File: src/rtl/rglib_rotate_pkg.sv
// Shared types and sizing helpers for the rglib rotate stages.
// Used by the issue stage, the credit counter and the rotator bench.
package rglib_rotate_pkg;

    localparam int DEFAULT_DATA_WIDTH      = 32;
    localparam int DEFAULT_POW_GRANULARITY = 0;

    function automatic int stage_num(input int data_width, input int pow_granularity);
        return $clog2(data_width) - pow_granularity;
    endfunction

    function automatic int credit_cnt_width(input int credits);
        return $clog2(credits + 1);
    endfunction

    localparam int DEFAULT_STAGE_NUM = stage_num(DEFAULT_DATA_WIDTH, DEFAULT_POW_GRANULARITY);

    typedef struct packed {
        logic [DEFAULT_DATA_WIDTH-1:0] data;
        logic [DEFAULT_STAGE_NUM-1:0]  rotate_val;
    } issue_beat_t;

endpackage

File: src/rtl/rglib_credit_cnt.sv
// Saturating downstream-credit counter with a sticky overflow flag.
// avail is registered so consumers see no combinational path from take/give.
module rglib_credit_cnt
    import rglib_rotate_pkg::*;
#(
    parameter  int CREDITS = 4,
    localparam int CW      = credit_cnt_width(CREDITS)
) (
    input  logic          clk,
    input  logic          rst_n,
    input  logic          take,
    input  logic          give,
    output logic [CW-1:0] cnt,
    output logic          avail,
    output logic          overflow
);

    logic [CW-1:0] cnt_r;
    logic [CW-1:0] cnt_nxt_s;
    logic          avail_r;
    logic          overflow_r;
    logic          ovf_set_s;

    // Next credit count; a return while already full is flagged, never counted.
    always_comb begin
        cnt_nxt_s = cnt_r;
        ovf_set_s = 1'b0;
        case ({take, give})
            2'b10: begin
                if (cnt_r != {CW{1'b0}}) begin
                    cnt_nxt_s = cnt_r - CW'(1);
                end else begin
                    cnt_nxt_s = cnt_r;
                end
            end
            2'b01: begin
                if (cnt_r == CW'(CREDITS)) begin
                    ovf_set_s = 1'b1;
                end else begin
                    cnt_nxt_s = cnt_r + CW'(1);
                end
            end
            default: cnt_nxt_s = cnt_r;
        endcase
    end

    // Counter, availability and sticky overflow state.
    always_ff @(posedge clk or negedge rst_n) begin
        if (!rst_n) begin
            cnt_r      <= CW'(CREDITS);
            avail_r    <= 1'b1;
            overflow_r <= 1'b0;
        end else begin
            cnt_r      <= cnt_nxt_s;
            avail_r    <= (cnt_nxt_s != {CW{1'b0}});
            overflow_r <= overflow_r | ovf_set_s;
        end
    end

    assign cnt      = cnt_r;
    assign avail    = avail_r;
    assign overflow = overflow_r;

endmodule

File: src/rtl/rglib_rotate_feed.sv
// Issue stage for rglib_rotate: keeps the running rotate offset and gates
// issue on downstream credits, since the rotator cannot apply backpressure.
module rglib_rotate_feed
    import rglib_rotate_pkg::*;
#(
    parameter  int DATA_WIDTH       = 32,
    parameter  int POW_GRANULARITY  = 0,
    parameter  int ROTATE_STAGE_NUM = stage_num(DATA_WIDTH, POW_GRANULARITY),
    parameter  int CREDITS          = 4,
    localparam int CW               = credit_cnt_width(CREDITS)
) (
    input  logic                        clk,
    input  logic                        kill_n,
    input  logic                        clear,
    input  logic                        s_valid,
    output logic                        s_ready,
    input  logic [DATA_WIDTH-1:0]       s_data,
    input  logic [ROTATE_STAGE_NUM-1:0] s_step,
    input  logic                        s_restart,
    output logic                        out_valid,
    output logic [DATA_WIDTH-1:0]       out,
    output logic [ROTATE_STAGE_NUM-1:0] out_rotate_val,
    input  logic                        credit_return,
    output logic [CW-1:0]               credit_cnt,
    output logic                        credit_err
);

    logic [ROTATE_STAGE_NUM-1:0] offset_r;
    logic [ROTATE_STAGE_NUM-1:0] offset_nxt_s;
    logic                        out_valid_r;
    logic [DATA_WIDTH-1:0]       out_r;
    logic [ROTATE_STAGE_NUM-1:0] out_rot_r;
    logic                        avail_s;
    logic                        accept_s;

    rglib_credit_cnt #(
        .CREDITS (CREDITS)
    ) u_credit (
        .clk      (clk),
        .rst_n    (kill_n),
        .take     (accept_s),
        .give     (credit_return),
        .cnt      (credit_cnt),
        .avail    (avail_s),
        .overflow (credit_err)
    );

    assign s_ready  = avail_s & ~clear;
    assign accept_s = s_valid & s_ready;

    // Offset for the current beat; the add wraps modulo the granule count.
    always_comb begin
        offset_nxt_s = offset_r;
        if (s_restart) begin
            offset_nxt_s = s_step;
        end else begin
            offset_nxt_s = offset_r + s_step;
        end
    end

    // Running offset; clear wins and blocks accept through s_ready.
    always_ff @(posedge clk or negedge kill_n) begin
        if (!kill_n) begin
            offset_r <= {ROTATE_STAGE_NUM{1'b0}};
        end else if (clear) begin
            offset_r <= {ROTATE_STAGE_NUM{1'b0}};
        end else if (accept_s) begin
            offset_r <= offset_nxt_s;
        end else begin
            offset_r <= offset_r;
        end
    end

    // Issue register towards the rotator; data and rotate value hold when idle.
    always_ff @(posedge clk or negedge kill_n) begin
        if (!kill_n) begin
            out_valid_r <= 1'b0;
            out_r       <= {DATA_WIDTH{1'b0}};
            out_rot_r   <= {ROTATE_STAGE_NUM{1'b0}};
        end else if (accept_s) begin
            out_valid_r <= 1'b1;
            out_r       <= s_data;
            out_rot_r   <= offset_nxt_s;
        end else begin
            out_valid_r <= 1'b0;
            out_r       <= out_r;
            out_rot_r   <= out_rot_r;
        end
    end

    assign out_valid      = out_valid_r;
    assign out            = out_r;
    assign out_rotate_val = out_rot_r;

endmodule

File: config.mk
export PLATFORM = sky130hd
export DESIGN_NAME = rglib_rotate_feed
export DESIGN_NICKNAME = d
export VERILOG_FILES = /design/src/rtl/rglib_rotate_pkg.sv /design/src/rtl/rglib_credit_cnt.sv /design/src/rtl/rglib_rotate_feed.sv
export SDC_FILE = /design/constraint.sdc
export NUM_CORES = 1
export LEC_CHECK = 0
export ABC_AREA = 1
export BUFFER_PORTS_ARGS = -buffer_cell sky130_fd_sc_hd__clkbuf_2
export CELL_PAD_IN_SITES_DETAIL_PLACEMENT = 0
export CELL_PAD_IN_SITES_GLOBAL_PLACEMENT = 2
export CORE_UTILIZATION = 29
export DETAILED_ROUTE_END_ITERATION = 16
export PLACE_DENSITY = 0.84
export SYNTH_ARGS = -nofsm -noshare
export SYNTH_HDL_FRONTEND = slang
export SYNTH_SLANG_ARGS = --single-unit
File: constraint.sdc
create_clock -name clk -period 3.6 [get_ports clk]
set_input_delay 0.18 -clock clk [delete_from_list [all_inputs] [get_ports clk]]
set_output_delay 0.18 -clock clk [all_outputs]
set_load 0.005 [all_outputs]
== Word level (Yosys, flattened, before mapping) ==
Index checks and enable logic that the tools add are counted.
W data, S select, Z words.
Word-level totals
  memory bits (read-only): 0
  latch bits: 0
  output and inout port bits: 43
  logic and storage cells: 29
  bits in registers: 48
  memories: 0
  bits in writable memories: 0
Operators by class
  mux-type cells: 9
  shifts and indexed selects: 0
  bitwise logic cells: 4
  add/sub/neg operators: 3
  eq/ne operators: 3
  $lt $le $gt $ge: 0
  multiply operators: 0
  divide/modulo/power cells: 0
  reduce and logical (&&, ||, !) cells: 3
Operator list (number)
  $mux W5: 3
  $mux W3: 2
  $pmux W3 S2: 1
  $reduce_bool A3 Y1: 2
  $add A5 B5 Y5: 1
  $add A3 B1 Y3 const B: 1
  $eq A3 B3 Y1 const B: 1
  $mux W1: 3
  $sub A3 B1 Y3 const B: 1
  $and A1 B1 Y1: 2
  $eq A2 B1 Y1 const B: 1
  $eq A2 B2 Y1 const B: 1
  $reduce_bool A2 Y1: 1
  $not A1 Y1: 1
  $or A1 B1 Y1: 1

== Longest topological paths before layout ==
  word-level depth: 6
  depth in mapped cells: 12
  gate-level depth less buffers: 11

== By module ==
From an unflattened synthesis, not the netlist that was laid out.
Second synthesis, totals
  cell total of the unflattened synthesis: 264
  area total of the unflattened synthesis: 2208.4 µm²
Modules (own cells, without submodules)
  rglib_rotate_feed: area an instance 1841.8 µm², instances 1, cells each 216
  rglib_credit_cnt: area an instance 366.6 µm², instances 1, cells each 48

== Worst setup path after synthesis ==
Ideal clock, no wire load.
  path type: register -> register
  start: reg u_credit.avail_r (netlist: u_credit.avail)
  end: reg u_credit.avail_r (netlist: u_credit.avail)
  setup time: 0.083 ns
  cell stages (with the launch flop): 13
  period minus slack after synthesis: 1.674 ns
  path slack: 1.926 ns
  arrival: 1.592 ns
  cells stage by stage: dfstp_2 inv_1 nor2_4 nand2_2 inv_4 buf_4 ha_1 inv_1 nand2_1 nand2_1 nand2_1 inv_1 nand3_1
On the way
  cells in the longest elaborated chain, start to end: 5
  elaborated cells on any way between the ends: 6
  those cells by class: 2 x eq/ne; 1 x mux; 2 x bitwise; 1 x reduce/logical
RTL lines
  start, declared: line rglib_credit_cnt.sv:20  | logic avail_r;
  start signal, assigned: line rglib_credit_cnt.sv:55  | avail_r <= (cnt_nxt_s != {CW{1'b0}});
  $and A1 B1 Y1 *: line rglib_rotate_feed.sv:48  | assign s_ready = avail_s & ~clear;
  named net s_ready: line rglib_rotate_feed.sv:16  | output logic s_ready,
  $and A1 B1 Y1 *: line rglib_rotate_feed.sv:49  | assign accept_s = s_valid & s_ready;
  named net accept_s: line rglib_rotate_feed.sv:34  | logic accept_s;
  $eq A2 B1 Y1 / $eq A2 B2 Y1 (equally long branches): line rglib_credit_cnt.sv:28  | case ({take, give})
  $pmux W3 S2 *: line rglib_credit_cnt.sv:28
  named net u_credit.cnt_nxt_s[1]: line rglib_credit_cnt.sv:19  | logic [CW-1:0] cnt_nxt_s;
  $reduce_bool A3 Y1 *: line rglib_credit_cnt.sv:55
Mark *: on every way through the listed nets, which the timed path passes. The rest lies on a longest branch.
A chain may end at the register's enable or synchronous reset.

== Final worst setup path ==
  start: reg u_credit.avail_r (netlist: u_credit.avail)
  end: reg u_credit.avail_r (netlist: u_credit.avail)
On the way
  cells in the longest elaborated chain, start to end: 5
  elaborated cells on any way between the ends: 6
  those cells by class: 2 x eq/ne; 1 x mux; 2 x bitwise; 1 x reduce/logical
RTL lines (line)
  $and A1 B1 Y1 *: rglib_rotate_feed.sv:48
  $and A1 B1 Y1 *: rglib_rotate_feed.sv:49
  $eq A2 B1 Y1 / $eq A2 B2 Y1 (equally long branches): rglib_credit_cnt.sv:28
  $pmux W3 S2 *: rglib_credit_cnt.sv:28
  named net u_credit.cnt_nxt_s[1]: rglib_credit_cnt.sv:19
  $reduce_bool A3 Y1 *: rglib_credit_cnt.sv:55
Marked as above.

==> impl_metrics.yaml <==
worst_setup_path:
  cp.depth: 12
  critical_path.max_stage_delay_ns: 0.53
  cp_top_family: "buffers and inverters"
  startpoint: "u_credit.avail$_DFF_PN1_"
  cp_cell_sequence: "inv_1 -> nor2_4 -> nand2_2 -> buf_4 -> inv_4 -> ha_1 -> inv_1 -> nand2_1 -> nand2_1 -> nand2_1 -> inv_1 -> nand3_1"
  crit_fanout: 42
  worstSetupEndpoint: "u_credit.avail$_DFF_PN1_"
  crit_type: "flop to flop"
  arrival_ns: 2.40
  cp-start-kind: "flop"
  slowest_stage: "dfstp_2"
  reg2reg_slack_ns: 1.43
  r2r_end: "u_credit.avail$_DFF_PN1_"
  reg2reg_depth: 12
  regToRegStartpoint: "u_credit.avail$_DFF_PN1_"
  critPathRequiredTime_ns: 3.83
  crit_buf_inv: 5
  end_kind: "flop"
floorplan:
  start_util_pct: 30.3
  die_area_mm2: 0.00798
  die_h_um: 89.3
  fp.dieW_um: 89.3
  io_pins: 86
  rows: 31
  core_mm2: 0.00729
job:
  drv_cap: 0
power_and_ir_drop:
  p_per_area_mw_per_mm2: 643
  power.total_w: 0.00184
  p_leak_nw: 1.71
  vdd_drop_max_mv: 0.186
logic_synthesis:
  ys_types: 23
  yosysTopAreaCell: "dfrtp_1"
  syn_area_mm2: 0.00221
  syn_nets: 321
  synth.avg_cell_area_um2: 8.25
  synthCells: 268
  ys_warn_count: 0
  synth_top_area_share_pct: 52.1
  synth_area_leaders: "dfrtp_1 52%, nand2_1 25%, ha_1 5.1%, inv_1 4.1%, dfstp_2 2.4%"
  ys_ff_latch: 48
  seq_area_frac_synth_pct: 54.4
placed_design:
  gp_congestion: 0.750
  io_buffers: 85
  dp_hpwl_mm: 3.81
  place_inst: 447
  dpl_cell_area_mm2: 0.00273
grt:
  grt_pass1_vias: 1845
  grt_max_degree: 43
  grt_overflow: 0
  grt_usage_pct: 14.3
  antenna_found_initial: 0
  grt_pass1_wl_mm: 8.60
final_layout:
  finalNetCount: 409
  fin_area_mm2: 0.00286
  multiInputGateArea_um2: 862
  regArea_mm2: 0.00120
  drive_above_1_share_pct: 28.9
  final_util_pct: 39.2
  fillerInstances: 794
  antenna_cells: 0
  syn2layout_area_growth_pct: 29.3
  fin_cells: 456
clocking:
  cts_sinks: 48
  cts_made_buffers: 5
  clock_path_buffers: 2
  post_cts_buffers: 0
  clockRootBuffer: "clkbuf_8"
  insertion_delay_ns: 0.30
  cts_htree_levels: 2
  clkSlewWorstSetupHoldPaths_ns: 0.09
  cts_tree: "done"
timing:
  slew_violations: 0
  grt_setup_unrepaired: "no"
  slew_headroom_pct: 68.9
  worst_pin_slew_ns: 0.467
  fmax_ghz: 0.461
  hold_viol: 0
  finalClockSkew_ns: 0.00884
  setup_violations: 0
  finalSetupTns_ns: 0
  period_share_pct: 60.2
  min_period_ns: 2.17
outcome:
  outcome: "completed"
hold_path:
  min_path_type: "primary input to flop"
route:
  via_per_inst: 4.15
  post_drt_wl_per_cell_um: 11.6
  drt_iter0_drc: 85
  dr_total_vias: 1891
  drt-pass1-iter-count: 4
  routed_wl_mm: 5.28
  final_antenna_net_count: 0
  drcViolationCount: 0
layout by cell type (no fill, tap or decap), types with 2 or more instances in the layout:
| cell type | n |
|---|---|
| clkbuf_8 | 6 |
| ha_1 | 9 |
| inv_1 | 24 |
| nand2_1 | 147 |
| a21oi_1 | 2 |
| nand3_1 | 9 |
| buf_4 | 2 |
| or2_2 | 2 |
| dfrtp_1 | 46 |
| nor2_1 | 7 |
| clkbuf_2 | 85 |
| o211ai_1 | 3 |
| dfstp_2 | 2 |
worst reg2reg max path, delay by kind of cell, from the launching register on:
family / cells / cell delay (ns)
buffers and inverters: 5 / 0.86
flip-flops: 1 / 0.53
AND/OR/NAND/NOR: 6 / 0.36
adder cells (fa/ha/maj): 1 / 0.33
per-layer routing:
| metal | part of all wire, % | global-route usage [%] |
|---|---|---|
| met4 | 0.83 | 4.33 |
| met3 | 5.6 | 3.32 |
| met5 | 0 | 0 |
| met1 | 47 | 18.9 |
| met2 | 47 | 23.2 |
how the worst min path moves through the flow:
stage	cells past startpoint	start	to	slack, ns
after floorplan	0	kill_n	offset_r[0]$_DFFE_PN0P_	-0.12
after global placement	1	kill_n	out[7]$_DFFE_PN0P_	0.15
after detailed placement	1	kill_n	out[7]$_DFFE_PN0P_	0.14
after CTS	3	s_data[18]	out[18]$_DFFE_PN0P_	0.05
after global routing	3	s_data[13]	out[13]$_DFFE_PN0P_	0.06
final	3	s_data[18]	out[18]$_DFFE_PN0P_	0.06
cells in the mapped netlist:
library cell / n
nand4_1: 1
dfstp_2: 2
o211ai_1: 3
nand3b_1: 1
nor2_4: 1
inv_4: 1
ha_1: 9
fa_1: 1
xor2_1: 1
a21oi_1: 2
a21oi_2: 1
buf_2: 3
nand2_1: 147
or2_2: 2
o21ai_0: 1
nand3_1: 9
nand2_2: 1
buf_4: 3
inv_1: 24
a21boi_0: 1
nor2_1: 7
buf_6: 1
dfrtp_1: 46
cell type report:
type	count	area share, %
clock buffer	6	2.89
multi-input combinational	188	30.2
clock inverter	2	1.36
tap	99	4.33
sequential	48	42.1
timing repair buffer	88	15.8
inverter	25	3.37
per-stage QoR:
stage          hold WS [ns]  setup slack (ns)
2_1_floorplan        -0.116              1.93
3_3_place_gp          0.146              1.45
3_5_place_dp          0.143              1.42
4_1_cts              0.0541              1.40
5_1_grt              0.0553              1.20
6_report             0.0628              1.43
flip-flops by register name, summed over array words and instances (netlist names):
name,cells
offset_r,5
out,32
out_rotate_val,5
out_valid,1
u_credit.avail,1
u_credit.cnt,3
u_credit.overflow,1
timing repair:
| item | in CTS | in global routing |
|---|---|---|
| hold buffers | 1 | 0 |
| gates resized for setup | 0 | 0 |
| endpoints found under the setup margin | 0 | 0 |
| hold endpoints to repair | 17 | 0 |
power by group:
part           internal [W]  leakage [nW]  switching [W]
sequential         0.000715         0.592       0.000121
clock              0.000227        0.0614       0.000187
combinational      0.000265          1.06       0.000322
total               0.00121          1.71       0.000630
cells by family (layout without fill, tap and decap cells):
logic type	after synthesis	count (layout)	share of synthesized area [%]
adder cells (fa/ha/maj)	10	10	6.00
buffers and inverters	32	121	6.56
AND/OR/NAND/NOR	169	169	30.2
XOR/XNOR	1	1	0.396
AO/OA/AOI/OAI	8	8	2.43
flip-flops	48	48	54.4
No activity file was read; power rests on OpenSTA's default activity.
